### src/rtl/sqrt_lut_arbiter.sv
`default_nettype none
// ============================================================================
// Module   : sqrt_lut_arbiter
// Brief    : Round-robin sharing of one sqrt LUT between two sample streams,
//            with negative clamping and tag-based result routing.
// Revision : 1.0
// ============================================================================
module sqrt_lut_arbiter #(
    parameter int DW  = 16,
    parameter int LAT = 2
) (
    input  logic          clk_i,
    input  logic          rstn_i,
    input  logic [DW-1:0] ch0_data_i,
    input  logic          ch0_valid_i,
    output logic          ch0_ready_o,
    input  logic [DW-1:0] ch1_data_i,
    input  logic          ch1_valid_i,
    output logic          ch1_ready_o,
    output logic [DW-1:0] lut_data_o,
    input  logic [DW-1:0] lut_data_i,
    output logic [DW-1:0] ch0_data_o,
    output logic          ch0_valid_o,
    output logic          ch0_neg_o,
    output logic [DW-1:0] ch1_data_o,
    output logic          ch1_valid_o,
    output logic          ch1_neg_o,
    input  logic          clr_i
);

    logic          r_last;      // 1: most recent grant went to ch1
    logic          w_gnt0;
    logic          w_gnt1;
    logic          w_issue;
    logic          w_neg;
    logic [DW-1:0] w_sel;
    // Stage 0 is aligned with lut_data_o; stage LAT is aligned with lut_data_i.
    logic [LAT:0]  r_tag_vld;
    logic [LAT:0]  r_tag_ch;

    assign w_gnt0      = rstn_i & ch0_valid_i & (~ch1_valid_i | r_last);
    assign w_gnt1      = rstn_i & ch1_valid_i & (~ch0_valid_i | ~r_last);
    assign ch0_ready_o = w_gnt0;
    assign ch1_ready_o = w_gnt1;
    assign w_issue     = w_gnt0 | w_gnt1;
    assign w_sel       = w_gnt1 ? ch1_data_i : ch0_data_i;
    assign w_neg       = w_issue & w_sel[DW-1];

    always_ff @(posedge clk_i) begin
        if (!rstn_i) begin
            r_last     <= 1'b1;
            lut_data_o <= '0;
            r_tag_vld  <= '0;
            r_tag_ch   <= '0;
        end else begin
            if (w_issue) begin
                r_last <= w_gnt1;
            end
            lut_data_o <= (w_issue && !w_neg) ? w_sel : '0;
            r_tag_vld  <= {r_tag_vld[LAT-1:0], w_issue};
            r_tag_ch   <= {r_tag_ch[LAT-1:0], w_gnt1};
        end
    end

    always_ff @(posedge clk_i) begin
        if (!rstn_i) begin
            ch0_data_o  <= '0;
            ch1_data_o  <= '0;
            ch0_valid_o <= 1'b0;
            ch1_valid_o <= 1'b0;
            ch0_neg_o   <= 1'b0;
            ch1_neg_o   <= 1'b0;
        end else begin
            ch0_valid_o <= r_tag_vld[LAT] & ~r_tag_ch[LAT];
            ch1_valid_o <= r_tag_vld[LAT] & r_tag_ch[LAT];
            if (r_tag_vld[LAT] && !r_tag_ch[LAT]) begin
                ch0_data_o <= lut_data_i;
            end
            if (r_tag_vld[LAT] && r_tag_ch[LAT]) begin
                ch1_data_o <= lut_data_i;
            end
            // A new negative sample outranks a simultaneous clear.
            ch0_neg_o <= (w_gnt0 & w_neg) | (ch0_neg_o & ~clr_i);
            ch1_neg_o <= (w_gnt1 & w_neg) | (ch1_neg_o & ~clr_i);
        end
    end

endmodule
`default_nettype wire
### config.mk
export PLATFORM = sky130hd
export DESIGN_NAME = sqrt_lut_arbiter
export DESIGN_NICKNAME = d
export VERILOG_FILES = /design/src/rtl/sqrt_lut_arbiter.sv
export SDC_FILE = /design/constraint.sdc
export NUM_CORES = 1
export LEC_CHECK = 0
export CAP_MARGIN = 10
export CORE_MARGIN = 10
export CORE_UTILIZATION = 36
export CTS_CLUSTER_SIZE = 14
export DETAILED_ROUTE_END_ITERATION = 12
export HOLD_SLACK_MARGIN = 0.06
export MAX_ROUTING_LAYER = met4
export PLACE_DENSITY = 0.84
export RECOVER_POWER = 25
export SYNTH_ARGS = -nofsm -noshare
export SYNTH_HDL_FRONTEND = slang
export SYNTH_SLANG_ARGS = --single-unit
### constraint.sdc
create_clock -name clk_i -period 1.43 [get_ports clk_i]
set_clock_uncertainty 0.2 [all_clocks]
set_input_delay 0.2145 -clock clk_i [delete_from_list [all_inputs] [get_ports clk_i]]
set_output_delay 0.2145 -clock clk_i [all_outputs]
set_load 0.02 [all_outputs]
After elaboration in Yosys (flattened, before gate mapping)
Index checks and enable logic that the tools add are counted.
Word-level totals
  output and inout bits: 54
  register bits: 59
Cells by class
  muxes and demuxes: 1
  reduce and logical (&&, ||, !) cells: 6
  bitwise operators: 21
Operator list (number)
  16-bit two-way mux: 1
  1-bit bitwise AND: 11
  1-bit inverter: 5
  1-bit bitwise OR: 5
  1-bit logical AND: 3
  1-bit logical NOT: 2
  2-bit AND reduction: 1

Depth between registers and ports, before layout
  word-level depth: 8
  gate-level depth with buffers: 5
  gate-level depth less buffers: 3

Worst setup path after synthesis
OpenSTA, ideal clock, no wires.
  path type: register to output
  from: reg r_last
  to: out ch1_ready_o
  path buffers: 1
  slack: 0.002 ns
  arrival: 1.014 ns
  stages on the path, launching flop included: 4
  path through: dfxtp_1 -> a21bo_4 -> buf_8 -> nor2_1
On the way
  word-level cells in the longest chain between the ends: 3
Ends and longest elaborated chain
  start, declared: RTL line 31  | logic r_last;
  start signal, assigned: RTL line 57  | r_last <= w_gnt1;
  1-bit inverter: RTL line 42  | assign w_gnt1 = rstn_i & ch1_valid_i & (~ch0_valid_i | ~r_last);
  1-bit bitwise OR: RTL line 42
  1-bit bitwise AND: RTL line 42
  end, declared: RTL line 19  | output logic ch1_ready_o,
No other way between the ends.

Worst setup path in the final report
  from: in rstn_i
  to: out ch1_ready_o
On the way
  word-level cells in the longest chain between the ends: 2
Ends and longest elaborated chain
  start, declared: RTL line 13  | input logic rstn_i,
  1-bit bitwise AND (2 in a row): RTL line 42
No other way between the ends.

==> metrics.txt <==
CTS tree=done; H-tree lvl count=3; FF+latch area=~1200 sq um; area taken by multi-input logic gates=about 980 sq um; violated checks=negative setup slack; Area growth, synth to finish=64.9%; total global routing track utilization=roughly 14%; hold buffer count at cts=0; core area=between 5000 and 6000 sq um; clk buf depth=2; gp weighted congestion=between 0.8 and 0.9; Worst path slowest cell=clkdlybuf4s50_1; Synth cell types=28; Die H=just under 100 um; largest net degree at the start of global routing=47; sequential share of the synthesized area=about 53%; final hold violation count=0; initial antenna violation count=0; Row Count=28; vias in the first global route=around 2200; DP HPWL=5050 um; Filler Cells Inserted=531; post-synthesis cell area=around 2200 sq um; nets@finish=~420; Reg clk slew, reported paths=0.06 ns; RSZ-0062 raised after global routing=yes; Routed wire per std cell=15.8 um; clock latency on the worst-skew pair=around 0.32 ns; pins over their slew limit=0; Syn. warnings=0; Via Count=between 2000 and 2500; HP Class=flop to flop; Final Critical Period=about 1.5 ns; post-route setup TNS=-0.488 ns; max-cap violations=0; CP Max Fanout=3; IO buf count=roughly 110; Tot Pwr=just over 4 mW; period utilisation layout=107%; worst ir drop on vdd=roughly 560 uV; crit path DAT=approximately 1.1 ns; clock tree root buffer cell=clkbuf_8; ant diodes=0; Routed WL=7030 um; outcome=finished with violations; Final setup viols=16; setup ws final=-0.0941 ns; slowest cell delay on critical path=0.54 ns; number of remaining DRC errors=0; Num CTS Buffers=9; syn_nets=302; DIE WIDTH=~98 um; fmax=656 MHz; share of cells above drive strength 1=about 25%; Power per Cell Area=~1100 nW/um^2; required time worst endpoint=1.02 ns; CP endpoint kind=primary output; cell count after synthesis=approximately 250; clock sinks=between 50 and 60; Syn Area/Cell=about 9 sq um; Startpoint Class=primary input; Routed Antenna Nets=0; Synth Register Bits=59; Initial DRT Pass Iterations=4; I/O Pins=between 100 and 150; Leakage=around 1.4 nW; die area=just under 10000 sq um; gr ovfl total=0; vias per inst=between 4 and 5; initial DRC count=123; global-route wire length before repair=11000 um; worst-path cell chain=clkdlybuf4s50_1, inv_2, nor2_4, buf_6; critical path class=primary input to primary output; Starting Density=37.1%
-- cell type report --
class                      instances  area share (%)
clock buffer                      10            3.78
clock inverter                     6            3.09
inverter                           2           0.206
multi-input combinational        169            26.8
sequential                        59            32.5
tap                               75            2.57
timing repair buffer             125            31.0
-- metrics by stage --
stage          cells  utilization, %  hold WS (ns)  instance area [sq um]  worst slack [ns]
2_1_floorplan    249               -         0.130                   2210           0.00191
3_3_place_gp     425            56.7         0.218                   3380            -0.609
3_5_place_dp     425            56.7         0.221                   3380            -0.656
4_1_cts          445            62.0         0.202                   3690            -0.181
5_1_grt          446            61.2         0.244                   3640            -0.127
6_report         446            61.2         0.235                   3640           -0.0941
-- path summary, 6_finish.rpt --
check | to | start | cells past startpoint | slack (ns)
max | ch1_ready_o | rstn_i | 4 | -0.09
min | r_tag_vld[1] | r_tag_vld[0] | 1 | 0.23
min reg2reg | r_tag_vld[1] | r_tag_vld[0] | 1 | 0.23
max reg2reg | lut_data_o[0] | r_last | 5 | -0.04
-- state kept, by name (all words and copies together), names as in the netlist --
signal / flops
ch0_valid_o: 1
ch1_neg_o: 1
r_last: 1
ch1_valid_o: 1
ch0_data_o: 16
lut_data_o: 16
ch0_neg_o: 1
r_tag_vld: 3
r_tag_ch: 3
ch1_data_o: 16
-- layout by cell type (no fill, tap or decap), drive strengths merged, types with 3 or more instances in the layout --
master         instances
a211oi                15
a21oi                 32
and2                   5
buf                   18
bufinv                 3
clkbuf                37
clkdlybuf4s15         14
clkdlybuf4s50         50
clkinv                 3
dfxtp                 59
dlygate4sd2           16
nand2                 67
nand3                 15
nor2                   8
o21ai                 16
-- cell usage after synthesis --
cell type | number | share of area [%]
nor2_1 | 8 | 1.4
buf_1 | 2 | 0.34
nand2_1 | 67 | 11
buf_8 | 1 | 0.68
clkbuf_1 | 6 | 1.0
inv_1 | 2 | 0.34
dfxtp_1 | 59 | 53
a211oi_2 | 10 | 5.7
buf_2 | 4 | 0.91
a21boi_4 | 1 | 0.85
a2bb2oi_4 | 1 | 1.2
o21ai_1 | 6 | 1.4
buf_6 | 1 | 0.51
o21ai_2 | 2 | 0.79
a21bo_4 | 1 | 0.74
nand2b_1 | 2 | 0.57
conb_1 | 1 | 0.17
and2_1 | 5 | 1.4
o21ai_0 | 8 | 1.8
clkbuf_2 | 3 | 0.68
nand3_1 | 15 | 3.4
nor2b_1 | 1 | 0.28
and2b_2 | 1 | 0.40
and3_2 | 1 | 0.34
a211oi_1 | 5 | 1.7
buf_4 | 2 | 0.68
a32oi_1 | 2 | 0.79
a21oi_1 | 32 | 7.2
-- per-layer routing --
| layer | global-route usage [%] | up-vias | wire (um) | part of all wire (%) |
|---|---|---|---|---|
| met5 | - | - | 0 | 0 |
| met4 | 4.96 | 0 | 36 | 0.51 |
| met3 | 4.86 | 6 | 418 | 6.0 |
| met2 | 23.7 | 61 | 3600 | 51 |
| met1 | 15.3 | 983 | 2980 | 42 |
| li1 | - | 1084 | - | - |
-- power by group --
part	leakage, nW	switching (mW)	internal, mW
logic	0.839	0.261	0.285
registers	0.480	0.0179	1.69
clock network	0.126	0.655	1.21
total	1.45	0.934	3.18
-- timing repair --
| item | 4_1_cts | 5_1_grt |
|---|---|---|
| gates resized for setup | 99 | 52 |
| setup endpoints to repair | 92 | 54 |
| setup buffers | 4 | 0 |
| cloned | 0 | 1 |
-- cells by family (layout without fill, tap and decap cells) --
group                  count (synthesis)  after routing  share of synthesized area (%)
and+or+nand+nor                      100            100                           19.1
AOI/OAI and AO/OA                     68             68                           22.1
DFF                                   59             59                           53.4
buffers and inverters                 21            143                           5.15
other                                  1              1                          0.170
-- critical path: cells and delay by family --
kind	cells	cell delay, ns
and+or+nand+nor	1	0.12
buffers and inverters	3	0.78
No activity file was read; power rests on OpenSTA's default activity.
